## config.mk

```make
export PLATFORM = sky130hd
export DESIGN_NAME = memfifo_gearbox
export DESIGN_NICKNAME = d
export VERILOG_FILES = /design/src/rtl/memfifo_gearbox.sv
export SDC_FILE = /design/constraint.sdc
export NUM_CORES = 1
export LEC_CHECK = 0
export CAP_MARGIN = 20
export CORE_ASPECT_RATIO = 1.4
export CORE_MARGIN = 1
export CORE_UTILIZATION = 55
export DETAILED_ROUTE_END_ITERATION = 8
export PLACE_DENSITY_LB_ADDON = 0.25
export SLEW_MARGIN = 20
export SYNTH_ARGS = -nofsm -noshare
export SYNTH_HDL_FRONTEND = slang
export SYNTH_SLANG_ARGS = --single-unit
```

## constraint.sdc

```tcl
create_clock -name ifclk -period 6.6 [get_ports ifclk]
set_clock_uncertainty 0.15 [all_clocks]
set_input_delay 0.66 -clock ifclk [delete_from_list [all_inputs] [get_ports ifclk]]
set_output_delay 0.66 -clock ifclk [all_outputs]
set_load 0.005 [all_outputs]
```

## src/rtl/memfifo_gearbox.sv

```systemverilog
// memfifo_gearbox: width-converting glue between the EZ-USB port and a block-RAM FIFO.
// Write side packs RATIO USB words (LSW first) into one FIFO word, or substitutes a
// counter-pattern generator with a programmable rate. Read side unpacks FIFO words
// into USB words, lane 0 first.
//
// Handshakes: a USB-side word moves when valid & ready are both high at a rising edge
// of ifclk; valid never waits for ready, and a presented word/valid pair stays stable
// until it is taken. FIFO strobes are single-cycle requests gated by full/empty.
module memfifo_gearbox #(
    parameter int USB_W  = 16,
    parameter int FIFO_W = 32,
    parameter int DIV_W  = 4
) (
    input  logic              ifclk,
    input  logic              reset,
    input  logic [1:0]        mode,
    input  logic [DIV_W-1:0]  rate_div,
    input  logic [USB_W-1:0]  usb_do,
    input  logic              usb_do_valid,
    output logic              usb_do_ready,
    output logic [FIFO_W-1:0] fifo_di,
    output logic              fifo_wren,
    input  logic              fifo_full,
    input  logic [FIFO_W-1:0] fifo_do,
    output logic              fifo_rden,
    input  logic              fifo_empty,
    output logic [USB_W-1:0]  usb_di,
    output logic              usb_di_valid,
    input  logic              usb_di_ready,
    output logic [31:0]       wr_count
);

    localparam int RATIO = FIFO_W / USB_W;
    localparam int WC_W  = (RATIO > 1) ? $clog2(RATIO) : 1;
    localparam int RC_W  = $clog2(RATIO + 1);
    localparam logic [WC_W-1:0] LAST_LANE = WC_W'(RATIO - 1);
    localparam logic [RC_W-1:0] FULL_RCNT = RC_W'(RATIO);

    // write-side state
    logic [1:0]        mode_q;
    logic [WC_W-1:0]   wcnt;
    logic [DIV_W-1:0]  div;
    logic [FIFO_W-1:0] pack_q;
    logic [FIFO_W-1:0] out_q;
    logic              ov;
    logic [FIFO_W-1:0] gen;
    logic [31:0]       wr_cnt_q;

    // read-side state
    logic [FIFO_W-1:0] sr_q;
    logic [RC_W-1:0]   rcnt;
    logic              rp;

    // write-side combinational helpers
    logic              mode_chg;
    logic [WC_W-1:0]   wcnt_eff;
    logic [DIV_W-1:0]  div_eff;
    logic              out_free;
    logic              last_lane;
    logic              wr_accept;
    logic              gen_tick;
    logic              gen_load;
    logic              pack_load;
    logic [FIFO_W-1:0] pack_next;

    // A mode change restarts lane and divider counting in the very cycle it is seen,
    // so the first word accepted in the new mode already lands in lane 0.
    always_comb begin
        mode_chg  = (mode != mode_q);
        wcnt_eff  = mode_chg ? '0 : wcnt;
        div_eff   = mode_chg ? '0 : div;
        out_free  = ~ov | ~fifo_full;
        last_lane = (wcnt_eff == LAST_LANE);
        usb_do_ready = ~reset & (mode == 2'd0) & (~last_lane | out_free);
        wr_accept = usb_do_valid & usb_do_ready;
        pack_load = wr_accept & last_lane;
        gen_tick  = (mode == 2'd1) | ((mode == 2'd2) & (div_eff == rate_div));
        gen_load  = gen_tick & out_free;
        pack_next = pack_q;
        pack_next[int'(wcnt_eff) * USB_W +: USB_W] = usb_do;
    end

    assign fifo_di   = out_q;
    assign fifo_wren = ov & ~fifo_full;
    assign wr_count  = wr_cnt_q;

    // Write side: lane packing, generator, out register and write counter.
    always_ff @(posedge ifclk) begin
        if (reset) begin
            mode_q   <= 2'd0;
            wcnt     <= '0;
            div      <= '0;
            pack_q   <= '0;
            out_q    <= '0;
            ov       <= 1'b0;
            gen      <= '0;
            wr_cnt_q <= '0;
        end else begin
            mode_q <= mode;

            if (wr_accept) begin
                pack_q <= pack_next;
                wcnt   <= last_lane ? '0 : wcnt_eff + 1'b1;
            end else begin
                wcnt   <= wcnt_eff;
            end

            // Divider free-runs in mode 2 even while the out register is blocked;
            // a blocked tick simply leaves gen where it is.
            if (mode == 2'd2)
                div <= (div_eff == rate_div) ? '0 : div_eff + 1'b1;
            else
                div <= '0;

            if (pack_load) begin
                out_q <= pack_next;
                ov    <= 1'b1;
            end else if (gen_load) begin
                out_q <= gen;
                gen   <= gen + 1'b1;
                ov    <= 1'b1;
            end else if (fifo_wren) begin
                ov    <= 1'b0;
            end

            if (fifo_wren)
                wr_cnt_q <= wr_cnt_q + 32'd1;
        end
    end

    assign fifo_rden    = ~reset & (rcnt == '0) & ~rp & ~fifo_empty;
    assign usb_di       = sr_q[USB_W-1:0];
    assign usb_di_valid = (rcnt != '0);

    // Read side: fetch one FIFO word once all lanes are gone, then shift lanes out.
    always_ff @(posedge ifclk) begin
        if (reset) begin
            sr_q <= '0;
            rcnt <= '0;
            rp   <= 1'b0;
        end else begin
            rp <= fifo_rden;
            if (rp) begin
                sr_q <= fifo_do;
                rcnt <= FULL_RCNT;
            end else if (usb_di_ready && (rcnt != '0)) begin
                sr_q <= sr_q >> USB_W;
                rcnt <= rcnt - 1'b1;
            end
        end
    end

endmodule

```

==> impl_metrics.tcl <==
set metrics [dict create \
    wl_um 20600 \
    dp_hpwl_um 13400 \
    cp-start-kind "primary input" \
    cp_slowest_cell "or3_1" \
    cp-endpoint "gen[18]" \
    clockRootBuffer "clkbuf_16" \
    worstRegToRegCells 13 \
    routabilityCongestion 0.810 \
    finalWorstSetupSlack_ps 2070 \
    crit_required_ps 6720 \
    place_ws_ps 1680 \
    path_delay_family "simple AND/OR/NAND/NOR gates" \
    antenna_cells 0 \
    tightest_slew_ps 1150 \
    cts_tree "done" \
    fmax_ghz 0.221 \
    maxCapViolations 0 \
    seq_area_frac_synth_pct 41.4 \
    cpPeakStageDelay_ps 630 \
    power_uw 2380 \
    critical_path_buf_inv_count 4 \
    synthAdderAreaFrac_pct 0.756 \
    min_period_ps 4530 \
    end_kind "flop" \
    via_count 7603 \
    netlist_top_cells_count "171 x dfxtp_1, 169 x nor2_1, 129 x a21oi_1" \
    worstSetupPathType "in -> reg" \
    dieWidth_um 106 \
    p_leak_uw 0.00356 \
    synth_compound_area_share_pct 18.1 \
    grt_pass1_vias 6816 \
    timing.final.crit_share_pct 68.6 \
    path_max_fanout 61 \
    drt-pass1-iter-count 5 \
    clockBufferDepth 2 \
    fp-row-count 52 \
    viasPerCell 5.81 \
    rrSetupSlack_ps 2550 \
    finish.utilization_pct 69.8 \
    num_io_pins 144 \
    syn-num-nets 1097 \
    r2r_end "gen[18]" \
    fin_nets 1172 \
    cts_max_level 4 \
    hold_violations 0 \
    grt_pass1_wl_um 33300 \
    syn_area_um2 8270 \
    hp-class "reg -> reg" \
    wl_per_cell_um 15.8 \
    synth_cell_types 44 \
    rsz0062_at_grt "no" \
    numCtsBuffers 17 \
    syn_inst 1032 \
    fin_tns_setup_ps 0 \
    cts_setup_buffers 0 \
    path_cells "clkdlybuf4s50_1, xnor2_2, and2_1, nand2_2, clkinv_1, a2111oi_0, and2_1, ha_2, buf_4, nand2b_1, buf_4, or3_1, or4_1, a21oi_1" \
    overflow 0 \
    syn2layout_area_growth_pct 22.9 \
    synth.avg_cell_area_um2 8.02 \
    fill_cells 1220 \
    cts.sinks 171 \
    yosys_warnings 0 \
    die_h_um 147 \
    yosysTopAreaCell "dfxtp_1" \
    synth_edf_count 0 \
    cts.clk_slew.worst_paths_ps 60 \
    status "finished, final reports clean" \
    cts-resized-gates 0 \
    cp.depth 14 \
    final_area_um2 10200 \
    r2r_start "mode_q[0]" \
    drive_above_1_share_pct 7.77 \
    placed_area_um2 9560 \
    min_from "pack_q[25]" \
    clock_latency_ps 430 \
    hold_buffers 0 \
    grt_max_degree 97 \
    post-route-drc-count 0 \
    cp-startpoint "mode[0]" \
    core-area_um2 14600 \
    synth_area_leaders "dfxtp_1 41%, a21oi_1 7.8%, nor2_1 7.7%, nand2_1 4.5%, mux2_2 4.2%" \
    ir_drop_mv 0.205 \
    drtIter0Drc 508 \
    drv_slew 0 \
    synth-simple-area-share_pct 23.6 \
    slew_headroom_pct 23.2 \
    synthMuxAreaShare_pct 6.28 \
    dieArea_um2 15500 \
    cp.arrival_ps 4640 \
    synth-async-reset-ratio_pct 0 \
    synth.most_common_cell "dfxtp_1" \
    synth_top_family_by_area "simple AND/OR/NAND/NOR gates" \
    synthXorXnorAreaFrac_pct 4.07 \
    initial_utilization_pct 56.8 \
    synth_seq_cells 171 \
    final_antenna_net_count 0 \
    grt_usage_pct 26.4 \
    setup_viol 0 \
    pwr_density_cell_nw_per_um2 234 \
    yosysTopAreaCellShare_pct 41.4 \
    port_buffers 143 \
    grt_antenna_before_repair 0 \
    synth_flop_cell "dfxtp_1" \
]
==> layout by cell type (no fill, tap or decap), types with 25 or more instances in the layout <==
master	netlist	final
dfxtp_1	171	170
nor2_1	169	168
clkdlybuf4s50_1	0	142
a21oi_1	129	129
nand2_1	99	99
nor3_1	35	35
mux2_2	31	31
a2111oi_0	29	29
o22ai_1	28	28
nand3_1	25	25
o21ai_0	25	25
==> per-stage QoR <==
stage | hold WS, ps | std cells
after global routing | 318 | 1309
after global placement | 285 | 1277
after detailed placement | 293 | 1277
final | 304 | 1309
after CTS | 303 | 1309
after floorplan | 279 | 1032
==> worst min path at each step <==
stage / end / slack, ps / cells past startpoint
6_report: pack_q[25] / 300 / 2
3_5_place_dp: pack_q[25] / 290 / 2
3_3_place_gp: pack_q[18] / 290 / 2
5_1_grt: pack_q[21] / 320 / 2
4_1_cts: pack_q[21] / 300 / 2
2_1_floorplan: pack_q[16] / 280 / 2
==> sequential cells by signal, summed over array words and instances (netlist names) <==
| register | count |
|---|---|
| rcnt | 2 |
| wr_count | 32 |
| ov | 1 |
| pack_q | 32 |
| fifo_di | 32 |
| mode_q | 2 |
| gen | 32 |
| rp | 1 |
| sr_q | 32 |
| wcnt | 1 |
| div | 4 |
==> cells by family after synthesis <==
kind of cell | Yosys count
AO/OA/AOI/OAI | 244
XOR/XNOR | 35
adder cells (fa/ha/maj) | 5
buffers and inverters | 106
flip-flops | 171
multiplexers | 48
AND/OR/NAND/NOR | 423
==> cell type report <==
cell class              count  area, µm²  area share [%]
clock inverters             9        111            1.09
clock buffers              23        498            4.90
inverters                  11       41.3           0.406
multi-input cells         755       4370            42.9
flip-flops and latches    171       3430            33.7
repair buffers            151       1490            14.6
well taps                 189        236            2.33
==> worst register-to-register path, stage by stage, from the launching register on <==
cell and delay, ps:
dfxtp_1 330, xnor2_2 190, and2_1 210, nand2_2 130, clkinv_1 90, a2111oi_0 460, and2_1 210, ha_2 160
buf_4 470, nand2b_1 200, buf_4 390, or3_1 640, or4_1 210, a21oi_1 60
==> power by group <==
part / total [µW] / switching [µW] / internal [µW]
clock network: 1020 / 413 / 608
registers: 1100 / 35.4 / 1070
logic: 257 / 127 / 130
total: 2380 / 576 / 1800
==> metal layers <==
layer | global-route usage [%] | wire, µm
met5 | 0 | 0
met4 | 10.0 | 466
met3 | 6.57 | 1340
met2 | 42.8 | 9930
met1 | 33.8 | 8900
Note: power is estimated with default switching activity, not from simulation.
